## config.mk

```make
export PLATFORM = sky130hd
export DESIGN_NAME = icache_refill
export DESIGN_NICKNAME = d
export VERILOG_FILES = /design/src/rtl/icache_refill.sv
export SDC_FILE = /design/constraint.sdc
export NUM_CORES = 1
export LEC_CHECK = 0
export CORE_UTILIZATION = 40
export DETAILED_ROUTE_END_ITERATION = 7
export HOLD_SLACK_MARGIN = 0.03
export PLACE_DENSITY_LB_ADDON = 0.05
export SLEW_MARGIN = 15
export SYNTH_ARGS = -nofsm -noshare
export SYNTH_HDL_FRONTEND = slang
export SYNTH_SLANG_ARGS = --single-unit
```

## constraint.sdc

```tcl
create_clock -name clk -period 2.2 [get_ports clk]
set_input_delay 0.44 -clock clk [delete_from_list [all_inputs] [get_ports clk]]
set_output_delay 0.44 -clock clk [all_outputs]
set_load 0.03 [all_outputs]
```

## src/rtl/icache_refill.sv

```systemverilog
// icache_refill: refills one 4-halfword instruction-cache line on a miss.
// Define REFILL_CRITICAL_FIRST_EN to fetch the missing halfword first, wrapping around the line.
module icache_refill (
  input  logic        clk,
  input  logic        rst_n,
  input  logic [15:0] pc,
  input  logic        lookup_valid,
  input  logic        hit,
  output logic        mem_req,
  output logic [15:0] mem_addr,
  input  logic [15:0] mem_rdata,
  input  logic        mem_ack,
  output logic [15:0] fill_addr,
  output logic [63:0] fill_data,
  output logic        fill_valid,
  output logic        stall
);
  typedef enum logic [1:0] {IDLE, REQ, FILL, WAIT} state_t;
  state_t state;
  logic [15:0] base;
  logic [1:0] cnt, idx_first, idx_next;
  logic [63:0] line, line_w;
  logic unused;
  assign unused = ^pc[2:0];
`ifdef REFILL_CRITICAL_FIRST_EN
  logic [1:0] crit;
  assign idx_first = pc[2:1];
  assign idx_next = crit + cnt + 2'd1;
  always_ff @(posedge clk)
    if (!rst_n) crit <= 2'd0;
    else if (state == IDLE && lookup_valid && !hit) crit <= pc[2:1];
`else
  assign idx_first = 2'd0;
  assign idx_next = cnt + 2'd1;
`endif
  // mem_addr always carries the slot of the halfword currently being fetched
  always_comb begin
    line_w = line;
    line_w[{mem_addr[2:1], 4'b0000} +: 16] = mem_rdata;
  end
  always_ff @(posedge clk) begin
    if (!rst_n) begin
      state <= IDLE;
      stall <= 1'b0;
      mem_req <= 1'b0;
      mem_addr <= 16'd0;
      fill_valid <= 1'b0;
      fill_addr <= 16'd0;
      fill_data <= 64'd0;
      cnt <= 2'd0;
      base <= 16'd0;
      line <= 64'd0;
    end else begin
      case (state)
        IDLE: if (lookup_valid && !hit) begin
          base <= {pc[15:3], 3'b000};
          cnt <= 2'd0;
          stall <= 1'b1;
          mem_req <= 1'b1;
          mem_addr <= {pc[15:3], idx_first, 1'b0};
          state <= REQ;
        end
        REQ: if (mem_ack) begin
          line <= line_w;
          cnt <= cnt + 2'd1;
          mem_addr <= {base[15:3], idx_next, 1'b0};
          if (cnt == 2'd3) begin
            mem_req <= 1'b0;
            fill_valid <= 1'b1;
            fill_addr <= base;
            fill_data <= line_w;
            state <= FILL;
          end
        end
        FILL: begin
          fill_valid <= 1'b0;
          state <= WAIT;
        end
        WAIT: begin
          stall <= 1'b0;
          state <= IDLE;
        end
      endcase
    end
  end
endmodule
```

==> metrics.txt <==
# TYPE chip_impl_metric gauge
chip_impl_metric{name="fillers",unit=""} 1570
chip_impl_metric{name="fp.dieArea",unit="sq um"} 18400
chip_impl_metric{name="synth_seq_area_share",unit="%"} 48.8
chip_impl_info{name="synth_ff_type",value="sky130_fd_sc_hd__dfxtp_1"} 1
chip_impl_metric{name="finalClockSkew",unit="ns"} 0.00957
chip_impl_metric{name="setup_total_negative_slack",unit="ns"} 0
chip_impl_metric{name="routed-via-count",unit=""} 6205
chip_impl_metric{name="cts.repair_timing.setup_buffer_count",unit=""} 0
chip_impl_metric{name="timing.final.setup_violations",unit=""} 0
chip_impl_metric{name="maximum_vdd_drop",unit="mV"} 0.585
chip_impl_metric{name="clock_tree.buffer_depth",unit=""} 2
chip_impl_metric{name="place_congestion",unit=""} 0.770
chip_impl_metric{name="post_synth_num_cell_types",unit=""} 39
chip_impl_metric{name="routedWlPerCell",unit="um"} 18.3
chip_impl_metric{name="final.period_utilization",unit="%"} 95.8
chip_impl_metric{name="std_cell_rows",unit=""} 48
chip_impl_info{name="worstSetupPathType",value="flop to output port"} 1
chip_impl_metric{name="first_pass_iters",unit=""} 6
chip_impl_info{name="rsz0062_at_grt",value="no"} 1
chip_impl_metric{name="grt.total_usage",unit="%"} 22.5
chip_impl_metric{name="achievable-frequency",unit="GHz"} 0.475
chip_impl_info{name="netlist.top_cell.by_area",value="sky130_fd_sc_hd__dfxtp_1"} 1
chip_impl_info{name="tritoncts",value="done"} 1
chip_impl_info{name="critical_path.endpoint_type",value="output port"} 1
chip_impl_metric{name="route.final.wire_length",unit="um"} 20200
chip_impl_metric{name="fp.coreArea",unit="sq um"} 17400
chip_impl_metric{name="drt_iter0_markers",unit=""} 405
chip_impl_metric{name="grt_start_max_net_pins",unit=""} 77
chip_impl_info{name="clock-root-buffer",value="sky130_fd_sc_hd__clkbuf_16"} 1
chip_impl_metric{name="num-nets-final",unit=""} 911
chip_impl_info{name="synth.most_common_cell",value="sky130_fd_sc_hd__dfxtp_1"} 1
chip_impl_metric{name="chipHeight",unit="um"} 136
chip_impl_metric{name="ctsHtreeMaxLevel",unit=""} 4
chip_impl_metric{name="grt_antenna_before_repair",unit=""} 0
chip_impl_metric{name="worstPathArrival",unit="ns"} 1.67
chip_impl_metric{name="timing_hold_violations_final",unit=""} 0
chip_impl_info{name="worst_setup_path_start_kind",value="flop"} 1
chip_impl_metric{name="drt-vias-per-instance",unit=""} 5.64
chip_impl_info{name="post_synth_most_frequent_cells",value="sky130_fd_sc_hd__dfxtp_1 (174), sky130_fd_sc_hd__nand2_1 (102), sky130_fd_sc_hd__o21ai_0 (79)"} 1
chip_impl_metric{name="postLayoutCellArea",unit="sq um"} 9120
chip_impl_info{name="synth_top_cells_by_area",value="sky130_fd_sc_hd__dfxtp_1 (49%), sky130_fd_sc_hd__a32oi_1 (7.6%), sky130_fd_sc_hd__o21ai_0 (5.5%), sky130_fd_sc_hd__nand2_1 (5.4%), sky130_fd_sc_hd__a21oi_1 (5.3%)"} 1
chip_impl_metric{name="netlist.area_leader.share",unit="%"} 48.8
chip_impl_metric{name="synth_warnings",unit=""} 0
chip_impl_metric{name="cap_violations",unit=""} 0
chip_impl_metric{name="static-leakage-power",unit="nW"} 3.30
chip_impl_metric{name="path_clk_slew",unit="ns"} 0.07
chip_impl_metric{name="setup_ws",unit="ns"} 0.0933
chip_impl_metric{name="area.growth.synth_to_final",unit="%"} 27.8
chip_impl_metric{name="postSynthRegisterBits",unit=""} 174
chip_impl_metric{name="overflow",unit=""} 0
chip_impl_metric{name="syn-mean-instance-area",unit="sq um"} 9.20
chip_impl_metric{name="grt_first_pass_wirelength",unit="um"} 31700
chip_impl_metric{name="cts_made_buffers",unit=""} 17
chip_impl_metric{name="worst_ep_required_time",unit="ns"} 1.76
chip_impl_metric{name="final-max-slew-violation-count",unit=""} 0
chip_impl_metric{name="synth-edff-count",unit=""} 0
chip_impl_metric{name="layout-drive-gt1-share",unit="%"} 9.59
chip_impl_metric{name="critical_path_peak_fanout",unit=""} 12
chip_impl_info{name="outcome",value="complete, no violations"} 1
chip_impl_metric{name="max-slew-margin-rel",unit="%"} 52.6
chip_impl_metric{name="ant_nets",unit=""} 0
chip_impl_metric{name="worst_skew_pair.late_latency",unit="ns"} 0.42
chip_impl_metric{name="powerDensity",unit="nW/um^2"} 919
chip_impl_metric{name="post_synth_inst_count",unit=""} 775
chip_impl_info{name="worstHoldPathType",value="input pin to flop"} 1
chip_impl_metric{name="synthArstFlopShare",unit="%"} 0
chip_impl_metric{name="top_level_ports",unit=""} 136
chip_impl_metric{name="final.min_clock_period",unit="ns"} 2.11
chip_impl_metric{name="regArea",unit="sq um"} 3480
chip_impl_metric{name="worstMarginPinSlew",unit="ns"} 0.711
chip_impl_metric{name="dp_worst_setup_slack",unit="ns"} 0.0262
chip_impl_metric{name="postCtsHoldBufs",unit=""} 0
chip_impl_metric{name="post_cts_resize_count",unit=""} 0
chip_impl_metric{name="io_buffer_count",unit=""} 128
chip_impl_metric{name="dpl_cell_area",unit="sq um"} 8510
chip_impl_metric{name="mappedNetlistArea",unit="sq um"} 7130
chip_impl_metric{name="dieWidth",unit="um"} 136
chip_impl_metric{name="floorplan.initialDensity",unit="%"} 41.1
chip_impl_metric{name="route.detailed.drc",unit=""} 0
chip_impl_metric{name="clkSinkCount",unit=""} 174
chip_impl_metric{name="grt_pass1_vias",unit=""} 5825
chip_impl_metric{name="dp_hpwl",unit="um"} 13200
chip_impl_metric{name="p_total",unit="mW"} 8.37
chip_impl_metric{name="count_of_inserted_antenna_diode_cells",unit=""} 0
chip_impl_metric{name="multiInputGateArea",unit="sq um"} 3120
chip_impl_metric{name="holdWs",unit="ns"} 0.317
==> per-stage QoR <==
step / util (%) / instances
after floorplan: - / 778
after global placement: 49.0 / 1069
after detailed placement: 49.0 / 1069
after CTS: 52.5 / 1101
after global routing: 52.5 / 1101
final: 52.5 / 1101
==> flip-flops by register name, summed over array words and instances, names as in the netlist <==
register / count
mem_req: 1
fill_valid: 1
mem_addr: 14
line: 64
state: 2
base: 13
cnt: 1
stall: 1
fill_data: 64
fill_addr: 13
==> where the power goes <==
group	total [mW]	switching, mW	internal (mW)
registers	3.44	0.108	3.33
logic	1.84	1.08	0.760
clock network	3.09	1.27	1.82
total	8.37	2.46	5.91
==> per-layer routing <==
| layer | up-vias | part of all wire [%] | GRT usage (%) |
|---|---|---|---|
| met5 | - | 0 | 0 |
| li1 | 2980 | - | - |
| met1 | 3015 | 46 | 30.3 |
| met4 | 0 | 1.0 | 6.24 |
| met2 | 190 | 48 | 36.2 |
| met3 | 20 | 5.0 | 4.98 |
==> critical path, cell delays in order, from the launching register on <==
cell,delay [ns]
sky130_fd_sc_hd__dfxtp_1,0.33
sky130_fd_sc_hd__buf_4,0.19
sky130_fd_sc_hd__clkdlybuf4s50_1,0.72
==> layout make-up <==
cell class | instances | share of cell area (%)
flip-flops and latches | 174 | 38.2
multi-input cells | 502 | 34.2
repair buffers | 159 | 17.4
clock buffers | 19 | 4.86
well taps | 225 | 3.09
clock inverters | 13 | 1.83
inverters | 9 | 0.371
==> layout by cell type (no fill, tap or decap), drive strengths merged, types with 18 or more instances in the layout <==
master / netlist / routed
a32oi: 62 / 62
a21oi: 77 / 77
clkdlybuf4s50: 0 / 127
a221oi: 18 / 18
clkbuf: 37 / 19
o21ai: 80 / 80
buf: 56 / 32
a22o: 31 / 31
dfxtp: 174 / 174
nand2: 102 / 102
nand3: 25 / 25
nor2: 36 / 36
==> cell families after synthesis <==
| group | after synthesis | synth area share [%] |
|---|---|---|
| and+or+nand+nor | 183 | 11.1 |
| buffers and inverters | 102 | 7.86 |
| adders and majority gates | 11 | 1.93 |
| AOI/OAI and AO/OA | 274 | 25.8 |
| other | 1 | 0.0526 |
| muxes | 30 | 4.44 |
| DFF | 174 | 48.8 |
==> path summary, 6_finish.rpt <==
check,start,to,slack (ns),cells after the start
setup / recovery,cnt[0],mem_addr[1],0.09,2
hold / removal,rst_n,fill_data[42],0.32,3
setup reg to reg,cnt[0],line[41],0.23,5
hold reg to reg,fill_addr[8],fill_addr[8],0.46,2
No activity file was read; power rests on OpenSTA's default activity.
